--- config.mk ---
export PLATFORM = sky130hd
export DESIGN_NAME = alu_result_stage_flat
export DESIGN_NICKNAME = d
export VERILOG_FILES = /design/src/rtl/alu_result_stage_if.sv /design/src/rtl/alu_result_stage.sv /design/src/flat_wrapper.sv
export SDC_FILE = /design/constraint.sdc
export NUM_CORES = 1
export LEC_CHECK = 0
export CORE_ASPECT_RATIO = 1.5
export CORE_MARGIN = 4
export CORE_UTILIZATION = 30
export DETAILED_ROUTE_END_ITERATION = 10
export RECOVER_POWER = 50
export SLEW_MARGIN = 20
export SYNTH_ARGS = -nofsm -noshare
export SYNTH_HDL_FRONTEND = slang
export SYNTH_SLANG_ARGS = --single-unit
--- constraint.sdc ---
create_clock -name iClk -period 2.2 [get_ports iClk]
set_clock_uncertainty 0.2 [all_clocks]
set_input_delay 0.22 -clock iClk [delete_from_list [all_inputs] [get_ports iClk]]
set_output_delay 0.22 -clock iClk [all_outputs]
set_load 0.005 [all_outputs]
--- src/rtl/alu_result_stage_if.sv ---
// Flag type shared with the ALU, plus the handshake/data bundle for alu_result_stage.
// The "master" modport is the environment side (upstream producer plus downstream
// consumer). The "slave" modport is the stage itself.

package defs;
    typedef struct packed {
        logic sign;
        logic zero;
        logic overflow;
        logic carryOut;
    } t_flag;
endpackage

interface alu_result_stage_if #(
    parameter int N  = 32,
    parameter int RW = 5
);
    // upstream side
    logic          iValid;
    logic          oReady;
    logic [N-1:0]  iF;
    defs::t_flag   iFlag;
    logic [RW-1:0] iRd;
    logic          iWe;
    logic          iIsBranch;
    logic [2:0]    iCond;

    // downstream side
    logic          oValid;
    logic          iReady;
    logic [N-1:0]  oF;
    defs::t_flag   oFlag;
    logic [RW-1:0] oRd;
    logic          oWe;
    logic          oTaken;

    modport master (
        output iValid, iF, iFlag, iRd, iWe, iIsBranch, iCond, iReady,
        input  oReady, oValid, oF, oFlag, oRd, oWe, oTaken
    );

    modport slave (
        input  iValid, iF, iFlag, iRd, iWe, iIsBranch, iCond, iReady,
        output oReady, oValid, oF, oFlag, oRd, oWe, oTaken
    );
endinterface

--- src/rtl/alu_result_stage.sv ---
// alu_result_stage: registered stage after the ALU with a 2-entry skid buffer.
// It resolves the branch condition and the writeback enable when an entry is
// accepted. The MAIN entry drives the outputs. The SKID entry absorbs one extra
// accept while MAIN is stalled, so oReady depends only on registered state and iRst.
// Optional feature macro: ALU_RESULT_STICKY_OVF_EN. It adds iOvfClr/oOvfSticky,
// a sticky overflow flag that is set by non-branch entries leaving the stage.

module alu_result_stage #(
    parameter int N  = 32,
    parameter int RW = 5
) (
    input  logic                   iClk,
    input  logic                   iRst,
`ifdef ALU_RESULT_STICKY_OVF_EN
    input  logic                   iOvfClr,
    output logic                   oOvfSticky,
`endif
    alu_result_stage_if.slave      bus
);

    typedef struct packed {
        logic [N-1:0]  f;
        defs::t_flag   flag;
        logic [RW-1:0] rd;
        logic          we;
        logic          taken;
        logic          is_branch;
    } entry_t;

    entry_t main_entry;
    entry_t skid_entry;
    entry_t in_entry;
    logic   main_valid;
    logic   skid_valid;
    logic   accept;
    logic   transfer;
    logic   taken;

    assign bus.oReady = ~skid_valid & ~iRst;
    assign bus.oValid = main_valid;
    assign accept     = bus.iValid & bus.oReady;
    assign transfer   = main_valid & bus.iReady;

    assign bus.oF     = main_entry.f;
    assign bus.oFlag  = main_entry.flag;
    assign bus.oRd    = main_entry.rd;
    assign bus.oWe    = main_entry.we;
    assign bus.oTaken = main_entry.taken;

    // Decode the branch condition and assemble the entry to store on accept.
    always_comb begin
        taken = 1'b0;
        if (bus.iIsBranch) begin
            case (bus.iCond)
                3'b000:  taken = bus.iFlag.zero;
                3'b001:  taken = ~bus.iFlag.zero;
                3'b100:  taken = bus.iFlag.sign ^ bus.iFlag.overflow;
                3'b101:  taken = ~(bus.iFlag.sign ^ bus.iFlag.overflow);
                3'b110:  taken = bus.iFlag.carryOut;
                3'b111:  taken = ~bus.iFlag.carryOut;
                default: taken = 1'b0;
            endcase
        end
        in_entry.f         = bus.iF;
        in_entry.flag      = bus.iFlag;
        in_entry.rd        = bus.iRd;
        in_entry.we        = bus.iWe & (bus.iRd != '0);
        in_entry.taken     = taken;
        in_entry.is_branch = bus.iIsBranch;
    end

    // Move entries between SKID and MAIN. A drained SKID refills MAIN first.
    always_ff @(posedge iClk) begin
        if (iRst) begin
            main_valid <= 1'b0;
            skid_valid <= 1'b0;
            main_entry <= '0;
            skid_entry <= '0;
        end else if (transfer && skid_valid) begin
            main_entry <= skid_entry;
            skid_valid <= 1'b0;
        end else if (accept && (!main_valid || transfer)) begin
            main_entry <= in_entry;
            main_valid <= 1'b1;
        end else if (accept) begin
            skid_entry <= in_entry;
            skid_valid <= 1'b1;
        end else if (transfer) begin
            main_valid <= 1'b0;
        end
    end

`ifdef ALU_RESULT_STICKY_OVF_EN
    // Sticky overflow: set by an overflowing non-branch entry leaving the stage. Clear wins.
    always_ff @(posedge iClk) begin
        if (iRst) begin
            oOvfSticky <= 1'b0;
        end else if (iOvfClr) begin
            oOvfSticky <= 1'b0;
        end else if (transfer && main_entry.flag.overflow && !main_entry.is_branch) begin
            oOvfSticky <= 1'b1;
        end
    end
`endif

endmodule
--- src/flat_wrapper.sv ---
// flat-port wrapper written by rule: the top's interface ports become plain ports
module alu_result_stage_flat 
#(
    parameter int N  = 32,
    parameter int RW = 5
)
  (iClk, iRst, bus_iValid, bus_iF, bus_iFlag, bus_iRd, bus_iWe, bus_iIsBranch, bus_iCond, bus_iReady, bus_oReady, bus_oValid, bus_oF, bus_oFlag, bus_oRd, bus_oWe, bus_oTaken);
  alu_result_stage_if #(.N(N), .RW(RW)) bus_i ();
  input  logic iClk;
  input  logic iRst;
  input wire logic [$bits(bus_i.iValid)-1:0] bus_iValid;
  input wire logic [$bits(bus_i.iF)-1:0] bus_iF;
  input wire logic [$bits(bus_i.iFlag)-1:0] bus_iFlag;
  input wire logic [$bits(bus_i.iRd)-1:0] bus_iRd;
  input wire logic [$bits(bus_i.iWe)-1:0] bus_iWe;
  input wire logic [$bits(bus_i.iIsBranch)-1:0] bus_iIsBranch;
  input wire logic [$bits(bus_i.iCond)-1:0] bus_iCond;
  input wire logic [$bits(bus_i.iReady)-1:0] bus_iReady;
  output wire logic [$bits(bus_i.oReady)-1:0] bus_oReady;
  output wire logic [$bits(bus_i.oValid)-1:0] bus_oValid;
  output wire logic [$bits(bus_i.oF)-1:0] bus_oF;
  output wire logic [$bits(bus_i.oFlag)-1:0] bus_oFlag;
  output wire logic [$bits(bus_i.oRd)-1:0] bus_oRd;
  output wire logic [$bits(bus_i.oWe)-1:0] bus_oWe;
  output wire logic [$bits(bus_i.oTaken)-1:0] bus_oTaken;
  assign bus_i.iValid = bus_iValid;
  assign bus_i.iF = bus_iF;
  assign bus_i.iFlag = bus_iFlag;
  assign bus_i.iRd = bus_iRd;
  assign bus_i.iWe = bus_iWe;
  assign bus_i.iIsBranch = bus_iIsBranch;
  assign bus_i.iCond = bus_iCond;
  assign bus_i.iReady = bus_iReady;
  assign bus_oReady = bus_i.oReady;
  assign bus_oValid = bus_i.oValid;
  assign bus_oF = bus_i.oF;
  assign bus_oFlag = bus_i.oFlag;
  assign bus_oRd = bus_i.oRd;
  assign bus_oWe = bus_i.oWe;
  assign bus_oTaken = bus_i.oTaken;
  alu_result_stage #(.N(N), .RW(RW)) u_core (.iClk(iClk), .iRst(iRst), .bus(bus_i));
endmodule
Word-level counts from Yosys, hierarchy flattened
Cells that the tools add are included.
{"block": "totals", "regBits": 89, "latch_bits": 0, "mem_bits_rw": 0, "romBits": 0, "inputBits": 50, "out_inout_bits": 45, "elab_cells": 56, "memories": 0}
{"block": "op_classes", "n_addsub": 0, "n_mul": 0, "div": 0, "magnitude_cmp": 0, "n_eq_ne": 6, "n_shift": 0, "muxes": 7, "bitwise": 12, "n_reduce_logical": 12}
{"cell": "$mux 44", "count": 2}
{"cell": "$eq 3x3->1 const B", "count": 4}
{"cell": "$not 1->1", "count": 7}
{"cell": "$pmux 1 s6", "count": 1}
{"cell": "$reduce_and 3->1", "count": 2}
{"cell": "$reduce_bool 5->1", "count": 1}
{"cell": "$and 1x1->1", "count": 4}
{"cell": "$mux 1", "count": 4}
{"cell": "$reduce_bool 2->1", "count": 2}
{"cell": "$eq 3x1->1 const B", "count": 1}
{"cell": "$logic_not 3->1", "count": 1}
{"cell": "$logic_and 1x1->1", "count": 2}
{"cell": "$ne 2x2->1 const B", "count": 1}
{"cell": "$reduce_and 2->1", "count": 1}
{"cell": "$reduce_or 2->1", "count": 1}
{"cell": "$logic_not 1->1", "count": 1}
{"cell": "$logic_or 1x1->1", "count": 1}
{"cell": "$xor 1x1->1", "count": 1}

Longest topological paths before layout
{"block": "depth", "ltp_word": 6, "depth_mapped": 7, "mapped_depth_nobuf": 4}

Worst setup path before layout
No wires, ideal clock.
{"block": "synth_path", "path_type": "register to register", "startpoint": "register u_core.main_valid (netlist: u_core.bus.oValid)", "endpoint": "register u_core.main_entry (netlist bit u_core.bus.oF[10])", "setup_ns": 0.128, "arrival_ns": 1.330, "required_ns": 1.872, "setup_slack_ns": 0.542, "stages_incl_launch_ff": 7, "path_buffers": 2, "period_less_slack_ns": 1.658, "path_cell_list": "dfxtp_1 -> nand2b_4 -> and3_1 -> buf_6 -> buf_6 -> a222oi_1 -> nor2_1"}
{"block": "synth_between", "elab_chain_cells": 4, "elab_cells_between_ends": 7, "classes_between": "1 x mux; 1 x bitwise; 5 x reduce/logical"}
{"element": "from (decl)", "line": "alu_result_stage.sv:33", "source": "logic main_valid;"}
{"element": "from (signal assigned)", "line": "alu_result_stage.sv:75", "source": "main_valid <= 1'b0;"}
{"element": "from (signal assigned)", "line": "alu_result_stage.sv:84", "source": "main_valid <= 1'b1;"}
{"element": "from (signal assigned)", "line": "alu_result_stage.sv:89", "source": "main_valid <= 1'b0;"}
{"element": "$and 1x1->1 / $logic_not 1->1 (equally long branches)", "line": "alu_result_stage.sv:42, alu_result_stage.sv:82"}
{"element": "$logic_or 1x1->1", "line": "alu_result_stage.sv:82", "source": "end else if (accept && (!main_valid || transfer)) begin"}
{"element": "$logic_and 1x1->1", "line": "alu_result_stage.sv:82"}
{"element": "$reduce_bool 2->1 (no line)"}
{"element": "to (signal assigned)", "line": "alu_result_stage.sv:80", "source": "main_entry <= skid_entry;"}
{"element": "to (signal assigned)", "line": "alu_result_stage.sv:83", "source": "main_entry <= in_entry;"}
{"element": "to (decl)", "line": "alu_result_stage.sv:30", "source": "entry_t main_entry;"}
Parallel ways exist; a longest one is shown, timed or not.
A chain may end at the register's enable or synchronous reset.

Worst setup path in the final report
{"block": "layout_path", "startpoint": "input port iRst", "endpoint": "output port bus_oReady"}
{"block": "layout_between", "elab_chain_cells": 2}
{"element": "from (decl)", "line": "flat_wrapper.sv:10", "source": "input logic iRst;"}
{"element": "$not 1->1", "line": "alu_result_stage.sv:39", "source": "assign bus.oReady = ~skid_valid & ~iRst;"}
{"element": "$and 1x1->1", "line": "alu_result_stage.sv:39"}
{"element": "to (decl)", "line": "flat_wrapper.sv:19", "source": "output wire logic [$bits(bus_i.oReady)-1:0] bus_oReady;"}
No other way between the ends.

==> run metrics <==
Slew HR 57.6%; fraction of layout instances using a drive strength above 1 6.65%; iteration count of the initial detailed-routing pass 5; area of the core 11100 sq um; startpoint of the worst-slack reg-to-reg timing path u_core.skid_valid; gr usage total 15.8%; Fin Setup TNS 0 ns; die span in y 139 um; clock tree from TritonCTS built; initial cell density of the core 30.9%; Setup crit end kind output port; Residual DRC 0; number of warnings printed during yosys synthesis 0; clock root buffer sky130_fd_sc_hd__clkbuf_16; Setup crit start kind primary input; first-pass GRT wire length 16500 um; number of maximum-capacitance constraint violations 0; Syn Area/Cell 8.66 sq um; average routed wire per standard cell 16.1 um; synthesized flop and latch total 88; RR Endpoint u_core.skid_entry[25]; area taken by flip-flops and latches 1760 sq um; maximum operating frequency 0.485 GHz; violation count after the first detailed-routing iteration 307; number of placed instances with taps included 611; number of standard cells in the layout, taps in and fillers out 628; count of unique library cells instantiated by Yosys 32; Synth Instances 394; most used cells in the layout excluding fill and tap cells 88 x sky130_fd_sc_hd__dfxtp_1, 63 x sky130_fd_sc_hd__nand2_1, 50 x sky130_fd_sc_hd__clkdlybuf4s50_1, 47 x sky130_fd_sc_hd__a21oi_1, 45 x sky130_fd_sc_hd__nand3_1; RSZ-0062 raised after global routing no; WHS Path Cells 2; Clock power frac 42.6%; synth-to-layout area growth 41.3%; clock slew seen by the registers of the worst setup and hold paths 0.06 ns; number of antenna violations at the first check in global routing 0; Arrival @ worst endpoint 1.64 ns; final worst path period share 93.8%; final worst-path setup slack 0.137 ns; Detailed Place HPWL 6670 um; vias in the first global route 3286; ranking of synthesized cells by area sky130_fd_sc_hd__dfxtp_1 52%, sky130_fd_sc_hd__a222oi_1 9.1%, sky130_fd_sc_hd__nand2_1 6.9%, sky130_fd_sc_hd__a21oi_1 6.9%, sky130_fd_sc_hd__nand3_1 6.7%; status finished clean; clk sinks 88; maximum number of pins on one net before global-route repair 61; Antenna Cells 0; Bufs on Longest Clock Path 2; final wirelength 10100 um; required time of the critical path 1.78 ns; length in cells of the worst reg-to-reg path 6; later-pin clock latency in the skew report 0.34 ns; Final setup violation count 0; path class of the lowest-slack min-delay path flip-flop to flip-flop; fin. max-slew vios 0; Cell Int Power 2.80 mW; Worst-Margin Slew 0.636 ns; post-place setup slack 0.159 ns; maximum fanout encountered on the critical timing path 9; die footprint 13200 sq um; origin of the worst min-delay path u_core.skid_entry[9]; largest area contributor in the synthesized netlist sky130_fd_sc_hd__dfxtp_1; remaining antenna violation count after routing 0; sequential share of power 46.6%; total number of nets in the final design 526; layout filler cell count 1136; Comb pwr share 10.8%; num rows 47; number of CTS-inserted buffers 9; net count of the mapped netlist 444; share of Yosys cell area claimed by the top area cell type 51.6%; Hold Crit Endpoint u_core.skid_entry[9]; area of the multi-input gates 1460 sq um; Worst VDD drop 0.392 mV; type of the worst setup path primary input to output port; proportion of register bits with asynchronous set or reset after synthesis 0%; H-tree Lvls 3; port buffer count 94; post-synthesis cell area 3410 sq um; total number of vias 3277; Static Leak 1.77 nW; Via-to-Cell Ratio 5.22; die width 95.1 um; most common cell after layout, fill and taps aside sky130_fd_sc_hd__dfxtp_1; Overflow after GRT 0; hold slack 0.248 ns; power per cell area 747 nW/um^2; switching fraction of total power 22.2%; GP Congestion 0.762; Net Switching 0.800 mW; count of boundary I/O pins 95; worst-case register-to-register setup slack 0.26 ns; number of enable flip-flop cells after synthesis 0; Top FF cell, synth sky130_fd_sc_hd__dfxtp_1; sequential-to-total area share from yosys stat 51.6%; number of hold violations in the final report 0; post-route minimum period 2.06 ns
==> worst max-delay path, stage by stage <==
cell and delay, ns:
sky130_fd_sc_hd__dlygate4sd3_1 0.54, sky130_fd_sc_hd__buf_2 0.18, sky130_fd_sc_hd__nor2_1 0.17, sky130_fd_sc_hd__clkdlybuf4s50_1 0.54
==> power by group through the flow <==
stage          logic (mW)  clock network, mW  registers, mW
2_1_floorplan       0.165                  0           1.71
6_report            0.390               1.53           1.68
5_1_grt             0.427               1.65           1.68
3_5_place_dp        0.410                  0           1.72
4_1_cts             0.412               1.58           1.68
3_3_place_gp        0.403                  0           1.71
==> sequential cells by signal (all words and copies together), names as in the netlist <==
register           flops
u_core.bus.oTaken      1
u_core.bus.oValid      1
u_core.bus.oFlag       4
u_core.skid_entry     43
u_core.skid_valid      1
u_core.bus.oWe         1
u_core.bus.oRd         5
u_core.bus.oF         32
==> area by class of cell <==
| type | instances | share of cell area (%) |
|---|---|---|
| repair buffers | 107 | 22.5 |
| well taps | 147 | 3.82 |
| clock inverters | 3 | 0.831 |
| flip-flops and latches | 88 | 36.5 |
| clock buffers | 13 | 5.40 |
| inverters | 8 | 0.623 |
| multi-input cells | 262 | 30.3 |
==> metal layers <==
layer	wire, um	up-vias	track usage, %
met4	297	0	7.83
met2	5390	92	27.6
li1	-	1589	-
met3	448	16	2.93
met1	4000	1580	18.0
met5	0	-	0
==> Yosys cell counts, types with 2 or more instances <==
library cell / instances
sky130_fd_sc_hd__buf_2: 14
sky130_fd_sc_hd__a31oi_1: 7
sky130_fd_sc_hd__and3_1: 2
sky130_fd_sc_hd__dfxtp_1: 88
sky130_fd_sc_hd__a221oi_1: 3
sky130_fd_sc_hd__inv_1: 8
sky130_fd_sc_hd__nand2b_1: 3
sky130_fd_sc_hd__nor2_1: 33
sky130_fd_sc_hd__clkbuf_1: 18
sky130_fd_sc_hd__nand3_1: 46
sky130_fd_sc_hd__nand2_1: 63
sky130_fd_sc_hd__a222oi_1: 31
sky130_fd_sc_hd__o22ai_1: 2
sky130_fd_sc_hd__o21ai_0: 10
sky130_fd_sc_hd__buf_6: 3
sky130_fd_sc_hd__a21oi_1: 47
==> cell families (layout without fill, tap and decap cells) <==
group | count (synthesis) | in the layout | share of synthesized area [%]
simple gates | 153 | 153 | 19.7
compound gates | 108 | 108 | 21.9
flops | 88 | 88 | 51.6
xor+xnor | 1 | 1 | 0.697
buf+inv | 44 | 131 | 6.12
==> per-stage QoR <==
stage | cell area (sq um) | power [mW] | util, %
finish | 4820 | 3.60 | 43.6
global route | 4820 | 3.76 | 43.6
CTS | 4850 | 3.67 | 43.9
detailed placement | 4540 | 2.12 | 41.1
global placement | 4540 | 2.12 | 41.1
floorplan | 3410 | 1.88 | -
==> worst max-delay path by stage <==
stage,startpoint,end,slack (ns),depth (start not counted)
after CTS,iRst,bus_oReady,0.12,4
after floorplan,u_core.bus.oValid,u_core.bus.oF[10],0.54,6
after global routing,iRst,bus_oReady,0.08,4
after global placement,bus_iReady,u_core.skid_entry[5],0.17,6
after detailed placement,bus_iReady,u_core.skid_entry[41],0.16,6
final,iRst,bus_oReady,0.14,4
==> timing repair <==
item	4_1_cts	5_1_grt
hold buffers	1	0
gates resized for setup	0	0
hold endpoints to repair	2	0
buffers inserted	0	0
No activity file was read; power rests on OpenSTA's default activity.
